## src/rtl/stream_argmax.sv

```systemverilog
// ---------------------------------------------------------------------------
// stream_argmax
//   Streaming arg-max for the network output layer. NUM_CLASSES scores arrive
//   one beat per accepted handshake (beat k is class k). The block reports the
//   index and value of the largest score. Ties go to the lowest index.
//
//   Optional build macro: STREAM_ARGMAX_SIGNED_EN
//     defined   -> scores are two's complement and are compared as signed
//     undefined -> scores are unsigned magnitudes
//
// Ports
//   clk        clock, rising edge
//   rst        asynchronous reset, active-high
//   clear      synchronous frame abort; has priority over both handshakes
//   in_valid   score beat valid
//   in_ready   block can accept a score (ACCUM state, low during rst)
//   in_data    score value
//   out_valid  result valid (DONE state)
//   out_ready  consumer takes the result
//   out_idx    index of the maximum score (registered)
//   out_max    value of the maximum score (registered)
//   busy       at least one beat of the current frame has been accepted
// ---------------------------------------------------------------------------
module stream_argmax #(
    parameter int DATA_W      = 8,
    parameter int NUM_CLASSES = 10,
    localparam int IDX_W      = (NUM_CLASSES > 1) ? $clog2(NUM_CLASSES) : 1
) (
    input  logic              clk,
    input  logic              rst,
    input  logic              clear,
    input  logic              in_valid,
    output logic              in_ready,
    input  logic [DATA_W-1:0] in_data,
    output logic              out_valid,
    input  logic              out_ready,
    output logic [IDX_W-1:0]  out_idx,
    output logic [DATA_W-1:0] out_max,
    output logic              busy
);

    typedef enum logic {
        ACCUM = 1'b0,
        DONE  = 1'b1
    } state_t;

    // Count value of the beat that completes a frame.
    localparam logic [IDX_W-1:0] LAST = IDX_W'(NUM_CLASSES - 1);

    state_t             state_reg,   state_next;
    logic [IDX_W-1:0]   count_reg,   count_next;
    logic [DATA_W-1:0]  best_reg,    best_next;
    logic [IDX_W-1:0]   idx_reg,     idx_next;
    logic [IDX_W-1:0]   out_idx_reg, out_idx_next;
    logic [DATA_W-1:0]  out_max_reg, out_max_next;

    logic               accept;
    logic               take;
    logic               new_is_greater;
    logic [DATA_W-1:0]  cand_best;
    logic [IDX_W-1:0]   cand_idx;

    // Strict comparison keeps the earlier (lower) index on ties.
`ifdef STREAM_ARGMAX_SIGNED_EN
    assign new_is_greater = $signed(in_data) > $signed(best_reg);
`else
    assign new_is_greater = in_data > best_reg;
`endif

    // Running best including the beat on the bus. Beat 0 always loads, so
    // whatever stale value is in best_reg never leaks into a new frame.
    assign cand_best = ((count_reg == '0) || new_is_greater) ? in_data   : best_reg;
    assign cand_idx  = ((count_reg == '0) || new_is_greater) ? count_reg : idx_reg;

    assign in_ready  = (state_reg == ACCUM) && !rst;
    assign out_valid = (state_reg == DONE);
    assign busy      = (state_reg == ACCUM) && (count_reg != '0);
    assign out_idx   = out_idx_reg;
    assign out_max   = out_max_reg;

    assign accept = in_valid && in_ready;
    assign take   = out_valid && out_ready;

    // State register and datapath registers.
    always_ff @(posedge clk or posedge rst) begin
        if (rst) begin
            state_reg   <= ACCUM;
            count_reg   <= '0;
            best_reg    <= '0;
            idx_reg     <= '0;
            out_idx_reg <= '0;
            out_max_reg <= '0;
        end else begin
            state_reg   <= state_next;
            count_reg   <= count_next;
            best_reg    <= best_next;
            idx_reg     <= idx_next;
            out_idx_reg <= out_idx_next;
            out_max_reg <= out_max_next;
        end
    end

    // Next-state and datapath update.
    always_comb begin
        state_next   = state_reg;
        count_next   = count_reg;
        best_next    = best_reg;
        idx_next     = idx_reg;
        out_idx_next = out_idx_reg;
        out_max_next = out_max_reg;

        if (clear) begin
            // Abort wins over any beat or take in the same cycle.
            state_next   = ACCUM;
            count_next   = '0;
            best_next    = '0;
            idx_next     = '0;
            out_idx_next = '0;
            out_max_next = '0;
        end else begin
            unique case (state_reg)
                ACCUM: begin
                    if (accept) begin
                        if (count_reg == LAST) begin
                            // Final beat still competes; publish the result.
                            state_next   = DONE;
                            count_next   = '0;
                            out_idx_next = cand_idx;
                            out_max_next = cand_best;
                        end else begin
                            count_next = count_reg + IDX_W'(1);
                            best_next  = cand_best;
                            idx_next   = cand_idx;
                        end
                    end
                end
                DONE: begin
                    // in_ready only returns the cycle after the take.
                    if (take) begin
                        state_next = ACCUM;
                    end
                end
                default: begin
                    state_next = ACCUM;
                end
            endcase
        end
    end

endmodule

```

## config.mk

```make
export PLATFORM = sky130hd
export DESIGN_NAME = stream_argmax
export DESIGN_NICKNAME = d
export VERILOG_FILES = /design/src/rtl/stream_argmax.sv
export SDC_FILE = /design/constraint.sdc
export NUM_CORES = 1
export LEC_CHECK = 0
export ABC_CLOCK_PERIOD_IN_PS = 1800
export CAP_MARGIN = 30
export CORE_MARGIN = 5
export CORE_UTILIZATION = 50
export DETAILED_ROUTE_END_ITERATION = 8
export DONT_BUFFER_PORTS = 1
export MAX_ROUTING_LAYER = met4
export PLACE_DENSITY = 0.76
export RECOVER_POWER = 100
export SLEW_MARGIN = 0
export SYNTH_ARGS = -nofsm -noshare
export SYNTH_HDL_FRONTEND = slang
export SYNTH_SLANG_ARGS = --single-unit
```

## constraint.sdc

```tcl
create_clock -name clk -period 1.8 [get_ports clk]
set_clock_uncertainty 0.2 [all_clocks]
set_input_delay 0.18 -clock clk [delete_from_list [all_inputs] [get_ports clk]]
set_output_delay 0.18 -clock clk [all_outputs]
set_load 0.02 [all_outputs]
```

== Word-level counts from Yosys, hierarchy flattened ==
Cells that the tools add are included.

* Register bits after elaboration: 29
* Input port bits: 13
* Output and inout bits: 15
* Word-level logic and storage cells: 52

* $add $sub $neg: 1
* Magnitude comparators: 1
* Equal/unequal tests: 3
* Muxes and demuxes: 27
* Bitwise operators: 1
* Reductions and logical operators: 13

{| class="wikitable"
|+ Operators with widths
! operator !! number
|-
| $mux 8 || 9
|-
| $mux 4 || 13
|-
| $gt 8x8->1 || 1
|-
| $reduce_and 3->1 || 2
|-
| $add 4x1->4 const B || 1
|-
| $eq 4x4->1 const B || 1
|-
| $logic_and 1x1->1 || 4
|-
| $logic_not 4->1 || 1
|-
| $mux 1 || 4
|-
| $ne 2x2->1 const B || 2
|-
| $reduce_bool 2->1 || 2
|-
| $reduce_bool 4->1 || 1
|-
| $pmux 1 s2 || 1
|-
| $reduce_and 2->1 || 1
|-
| $logic_not 1->1 || 1
|-
| $logic_or 1x1->1 || 1
|-
| $not 1->1 || 1
|}

== Longest topological paths before layout ==
Gate-level depths: netlist of the first run.

* Word-level depth: 7
* Mapped depth: 8
* Mapped depth without buffers: 7

== Least setup slack after synthesis of the first run ==
Ideal clock, no wire load.

* Kind: register -> register
* Start: register best_reg[7]
* End: register best_reg[0]
* Library setup time: 0.079 ns
* Arrival: 1.645 ns
* Required time: 1.521 ns
* Slack: -0.124 ns
* Stages on the path, launching flop included: 9
* Buffers on the path: 1
* Clock period less this slack: 1.924 ns
* Cell sequence: dfrtp_1 -> inv_1 -> ha_1 -> nand2_1 -> o21ai_0 -> a21oi_1 -> o2bb2ai_1 -> buf_6 -> mux2i_1

* Longest elaborated chain between the ends: 7

{| class="wikitable"
|+ RTL lines
! item !! line !! text
|-
| from (decl) || 52 || <nowiki>logic [DATA_W-1:0] best_reg, best_next;</nowiki>
|-
| from (signal assigned) || 96 || <nowiki>best_reg <= best_next;</nowiki>
|-
| $gt 8x8->1 || 67 || <nowiki>assign new_is_greater = in_data > best_reg;</nowiki>
|-
| $logic_or 1x1->1 || 72 || <nowiki>assign cand_best = ((count_reg == '0) || new_is_greater) ? in_data : best_reg;</nowiki>
|-
| $mux 8 || 72 ||
|-
| $mux 8 || 124 || <nowiki>if (count_reg == LAST) begin</nowiki>
|-
| $mux 8 || 123 || <nowiki>if (accept) begin</nowiki>
|-
| $mux 8 || 121 || <nowiki>unique case (state_reg)</nowiki>
|-
| $mux 8 || 112 || <nowiki>if (clear) begin</nowiki>
|}

Every way passes these cells. The select of a mux whose other input is x is not followed.
A chain may end at the register's enable or synchronous reset.

== Worst setup path after layout of the first run ==
* Start: register best_reg[3]
* End: register best_reg[2]

Same word-level chain as after synthesis.

==> results.json, run 1 <==
{
  "status": "finished with violations",
  "violations": "negative setup slack",
  "synth_top_area_frac": 0.388,
  "syn_inst": 205,
  "clk_pin_slew_ps": 60,
  "max_slew_margin": 0.614,
  "regArea_um2": 726,
  "vias": 1840,
  "wl_per_cell_um": 19.7,
  "port_buffers": 0,
  "post-dp-hpwl_mm": 3.36,
  "drtIter0Drc": 284,
  "worstPathRequired_ps": 1800,
  "path_class": "flop to flop",
  "die_w_um": 71.1,
  "start_util": 0.514,
  "period_share": 1.17,
  "synth_top_area_cell": "dfrtp_1",
  "drive_gt1_frac": 0.328,
  "synth_edf_count": 0,
  "antenna_found_initial": 0,
  "nFillCells": 230,
  "fp.dieArea_um2": 5060,
  "setup_violations": 25,
  "seq_area_frac_synth": 0.388,
  "cts_made_buffers": 5,
  "coreArea_um2": 3630,
  "end_kind": "flop",
  "ioPinCount": 28,
  "antenna_cells": 0,
  "totalWireLength_mm": 5.87,
  "yosys-top-cells-count": "dfrtp_1 (29), nand2b_1 (23), nor2_1 (19), inv_1 (13)",
  "ant_nets": 0,
  "worstPathMaxFanout": 6,
  "slew_viol_final": 0,
  "root_buffer": "clkbuf_8",
  "timing.final.ws_setup_ps": -298,
  "hold_class": "primary input to flop",
  "htree_num_levels": 2,
  "synth_ff_type": "dfrtp_1",
  "grt_pass1_wl_mm": 8.80,
  "final_cell_area_um2": 2680,
  "dpl_cell_area_um2": 2170,
  "power_mw": 1.63,
  "arrival_ps": 2100,
  "grt_max_degree": 49,
  "overflow": 0,
  "synth.area.top_cells": "dfrtp_1 (39%), nand2b_1 (7.7%), ha_1 (7.4%)",
  "die_h_um": 71.1,
  "grt_pass1_vias": 1727,
  "area_growth_pct": 43.5,
  "avgSynthCellArea_um2": 9.12,
  "yosysMostFrequentCell": "dfrtp_1",
  "ir_drop_v": 0.000447,
  "max-cap-violations": 0,
  "hold_violations": 0,
  "ys_warn_count": 0,
  "cts_tree": "yes",
  "clk_latency_ps": 290,
  "p_leak_nw": 1.11,
  "rsz0062_at_grt": "true",
  "tightest_slew_ps": 578,
  "cellPowerDensity_nw_per_um2": 606,
  "final_util": 0.738,
  "fmax_ghz": 0.477,
  "drc": 0,
  "clk_path_buf_depth": 2,
  "start_kind": "flop",
  "gp_congestion": 0.884,
  "clkSinkCount": 29,
  "synth_fp_nets": 229,
  "fin_crit_ps": 2100,
  "firstDrtPassIters": 5,
  "ys_seq_elements": 29,
  "viasPerCell": 6.17,
  "finalNonFillerCells": 298,
  "synth_cell_types": 34,
  "grt_usage": 0.228,
  "finalNetCount": 273,
  "dp.cells": 272,
  "async_flop_share": 1.00,
  "multi_input_area_um2": 1300,
  "num_rows": 22,
  "synth_area_um2": 1870
}
==> layer usage <==
layer	track usage	share of wire	vias up	wire length, um
met1	0.280	0.40	885	2360
li1	-	-	820	-
met4	0.113	0.036	0	214
met3	0.0625	0.078	23	461
met2	0.345	0.48	112	2830
met5	-	0	-	0
==> layout make-up <==
type,instances,area share
timing repair buffer,52,0.173
tap,48,0.0224
inverter,13,0.0182
multi-input combinational,148,0.484
clock inverter,3,0.00653
sequential,29,0.271
clock buffer,5,0.0257
==> cell usage in the layout, fill, tap and decap left out, types with 3 or more instances in the layout <==
cell	n
a21oi_1	5
a21oi_2	3
buf_4	29
buf_6	5
clkbuf_1	4
clkbuf_8	5
dfrtp_1	29
dlygate4sd3_1	11
ha_1	7
ha_4	4
inv_1	11
mux2i_1	9
nand2_1	9
nand2b_1	22
nand3b_1	12
nor2_1	18
nor3_1	11
o211ai_1	11
o311ai_2	8
==> per-stage QoR <==
step	setup TNS [ps]	setup slack, ps	hold slack, ps
detailed placement	-4290	-274	-102
global placement	-2600	-169	-101
finish	-5540	-298	30.0
global route	-7970	-381	19.1
floorplan	-949	-66.8	58.1
CTS	-3970	-232	0.984
==> repair_timing <==
item	in CTS	in global routing
endpoints found under the setup margin	25	25
resized for setup	17	29
hold buffers	12	0
pin swaps	7	3
cloned	0	1
buffers inserted	3	3
endpoints found under the hold margin	58	0
==> power by group <==
part	internal, mW	switching, mW	leakage [nW]
Clock	0.266	0.268	0.0439
Combinational	0.200	0.219	0.666
Sequential	0.665	0.00847	0.401
Total	1.13	0.496	1.11
==> logic make-up after synthesis <==
family                     count (synthesis)  share of synthesized area
buffers and inverters                     28                     0.0636
adders and majority gates                 11                     0.0736
DFF                                       29                      0.388
muxes                                     10                     0.0535
AOI/OAI and AO/OA                         43                      0.165
and+or+nand+nor                           84                      0.256
==> path summary, 6_finish.rpt <==
| path | from | slack [ps] | end | cells after the start |
|---|---|---|---|---|
| worst max-delay path | best_reg[3] | -300 | best_reg[2] | 9 |
| worst min-delay path | clear | 30 | out_max[4] | 3 |
| worst max register to register | best_reg[3] | -300 | best_reg[2] | 9 |
| worst min register to register | idx_reg[1] | 370 | idx_reg[1] | 2 |
| max in group asynchronous | rst | 410 | out_max[5] | 3 |
| min in group asynchronous | rst | 130 | idx_reg[3] | 2 |
==> worst max-delay path: stages (launching register included) <==
cell	delay, ps
dfrtp_1	360
inv_1	80
ha_4	270
buf_4	120
o211ai_1	80
buf_4	160
a21oi_4	170
o2bb2ai_2	150
buf_6	180
mux2i_4	250
No activity file was read; power rests on OpenSTA's default activity.
==> run 2: changes to the inputs <==
- CELL_PAD_IN_SITES_DETAIL_PLACEMENT: unset -> 1
- CELL_PAD_IN_SITES_GLOBAL_PLACEMENT: unset -> 1
- CORE_UTILIZATION: 50 -> 43
- PLACE_DENSITY: 0.76 -> 0.83
==> results.json, run 2 (synthesized netlist as in run 1, its figures left out) <==
{
  "power_mw": 1.68,
  "critical_path.startpoint": "best_reg[2]",
  "grt_usage": 0.218,
  "port_buffers": 0,
  "crit_buf_inv": 4,
  "dpl_cell_area_um2": 2170,
  "dp.cells": 280,
  "fin_hold_ws_ps": 72.9,
  "reg2reg_slack_ps": -310,
  "p_leak_nw": 1.16,
  "cp_slowest_stage_delay_ps": 360,
  "worst_path_max_delay_cell": "dfrtp_1",
  "cts_tree": "yes",
  "ir_drop_v": 0.000413,
  "p_clk_frac": 0.333,
  "wl_per_cell_um": 23.2,
  "status": "finished with violations",
  "arrival_ps": 2110,
  "clk_latency_ps": 290,
  "coreArea_um2": 4290,
  "num_rows": 24,
  "drive_gt1_frac": 0.361,
  "crit_end": "best_reg[6]",
  "worst-path-stages": 9,
  "path_class": "flop to flop",
  "final_cell_mix": "buf_4 (33), dfrtp_1 (29), nand2b_1 (22)",
  "p_int_mw": 1.18,
  "grt_pass1_vias": 2010,
  "grt_pass1_wl_mm": 10.0,
  "start_kind": "flop",
  "end_kind": "flop",
  "ioPinCount": 28,
  "setup_violations": 25,
  "violations": "negative setup slack",
  "rsz0062_at_grt": "true",
  "slew_viol_final": 0,
  "worstPathRequired_ps": 1800,
  "swShare": 0.299,
  "cts_made_buffers": 5,
  "timing.final.ws_setup_ps": -313,
  "die_w_um": 75.9,
  "start_util": 0.435,
  "cellPowerDensity_nw_per_um2": 608,
  "ant_nets": 0,
  "clkSinkCount": 29,
  "p_sw_uw": 504,
  "r2r-end": "best_reg[6]",
  "gp_congestion": 0.852,
  "clk_pin_slew_ps": 70,
  "fin_crit_ps": 2110,
  "power_frac_comb": 0.266,
  "tightest_slew_ps": 762,
  "fp.dieArea_um2": 5770,
  "final_cell_area_um2": 2770,
  "worstPathCellList": "inv_1, ha_4, buf_4, o211ai_1, buf_4, a21oi_4, o2bb2ai_4, buf_6, mux2i_1",
  "firstDrtPassIters": 4,
  "totalWireLength_mm": 7.13,
  "finalNonFillerCells": 307,
  "period_share": 1.17,
  "max-cap-violations": 0,
  "viasPerCell": 5.94,
  "fmax_ghz": 0.473,
  "hold_class": "primary input to flop",
  "overflow": 0,
  "grt_max_degree": 51,
  "root_buffer": "clkbuf_8",
  "layout_commonest_cell": "buf_4",
  "hold_violations": 0,
  "worst-r2r-cell-count": 9,
  "worstReg2RegStart": "best_reg[2]",
  "antenna_cells": 0,
  "htree_num_levels": 2,
  "cpLargestDelayFamily": "buffers and inverters",
  "antenna_found_initial": 0,
  "nFillCells": 457,
  "drtIter0Drc": 125,
  "area_growth_pct": 48.1,
  "cp_common_cell": "buf_4",
  "finalNetCount": 279,
  "post-dp-hpwl_mm": 3.63,
  "power_frac_seq": 0.401,
  "drc": 0,
  "clk_path_buf_depth": 2,
  "die_h_um": 75.9,
  "vias": 1823,
  "worstPathMaxFanout": 4,
  "max_slew_margin": 0.492
}
-- run 2: per-layer routing --
layer  part of all wire  wire, um  track usage  up-vias
met1               0.43      3040        0.255      932
met4              0.030       217       0.0890        0
li1                   -         -            -      829
met5                  0         0            -        -
met2               0.50      3580        0.371       44
met3              0.042       297       0.0355       18
-- run 2: how the worst min path moves through the flow --
stage                     slack (ps)  startpoint            to  cells after the start
after detailed placement         -20         rst  count_reg[3]                      2
after global placement           -30         rst  count_reg[3]                      2
after CTS                         30    in_valid    idx_reg[2]                      3
after floorplan                   60         rst   best_reg[0]                      1
final                             70    in_valid    idx_reg[2]                      3
after global routing              70    in_valid    idx_reg[2]                      3
-- run 2: layout make-up --
cell class / count / area (um2) / area share
timing repair buffer: 58 / 500 / 0.181
tap: 52 / 65.1 / 0.0235
multi-input combinational: 148 / 1340 / 0.485
clock buffer: 7 / 86.3 / 0.0312
inverter: 13 / 48.8 / 0.0176
sequential: 29 / 726 / 0.262
-- run 2: worst min-delay path: stages --
cell and delay (ps):
nor3b_4 150, nand3b_1 110, o32ai_2 80
-- run 2: through the flow --
stage / setup WS (ps) / TNS [ps] / util
floorplan: -66.8 / -949 / -
global placement: -200 / -3200 / 0.505
detailed placement: -256 / -4380 / 0.505
CTS: -209 / -4310 / 0.575
global route: -408 / -8360 / 0.645
finish: -313 / -6140 / 0.645
-- run 2: power by group through the flow --
| stage | logic [mW] | registers, mW | clock network, mW |
|---|---|---|---|
| floorplan | 0.175 | 0.686 | 0 |
| global placement | 0.267 | 0.684 | 0 |
| detailed placement | 0.279 | 0.685 | 0 |
| CTS | 0.341 | 0.673 | 0.556 |
| global route | 0.482 | 0.676 | 0.609 |
| finish | 0.448 | 0.675 | 0.562 |
-- run 2: repair_timing --
| item | in CTS | in global routing |
|---|---|---|
| endpoints found under the hold margin | 58 | 0 |
| pin swaps | 4 | 8 |
| setup buffers | 1 | 7 |
| resized for setup | 17 | 38 |
| hold buffers | 12 | 0 |
| setup endpoints to repair | 25 | 25 |
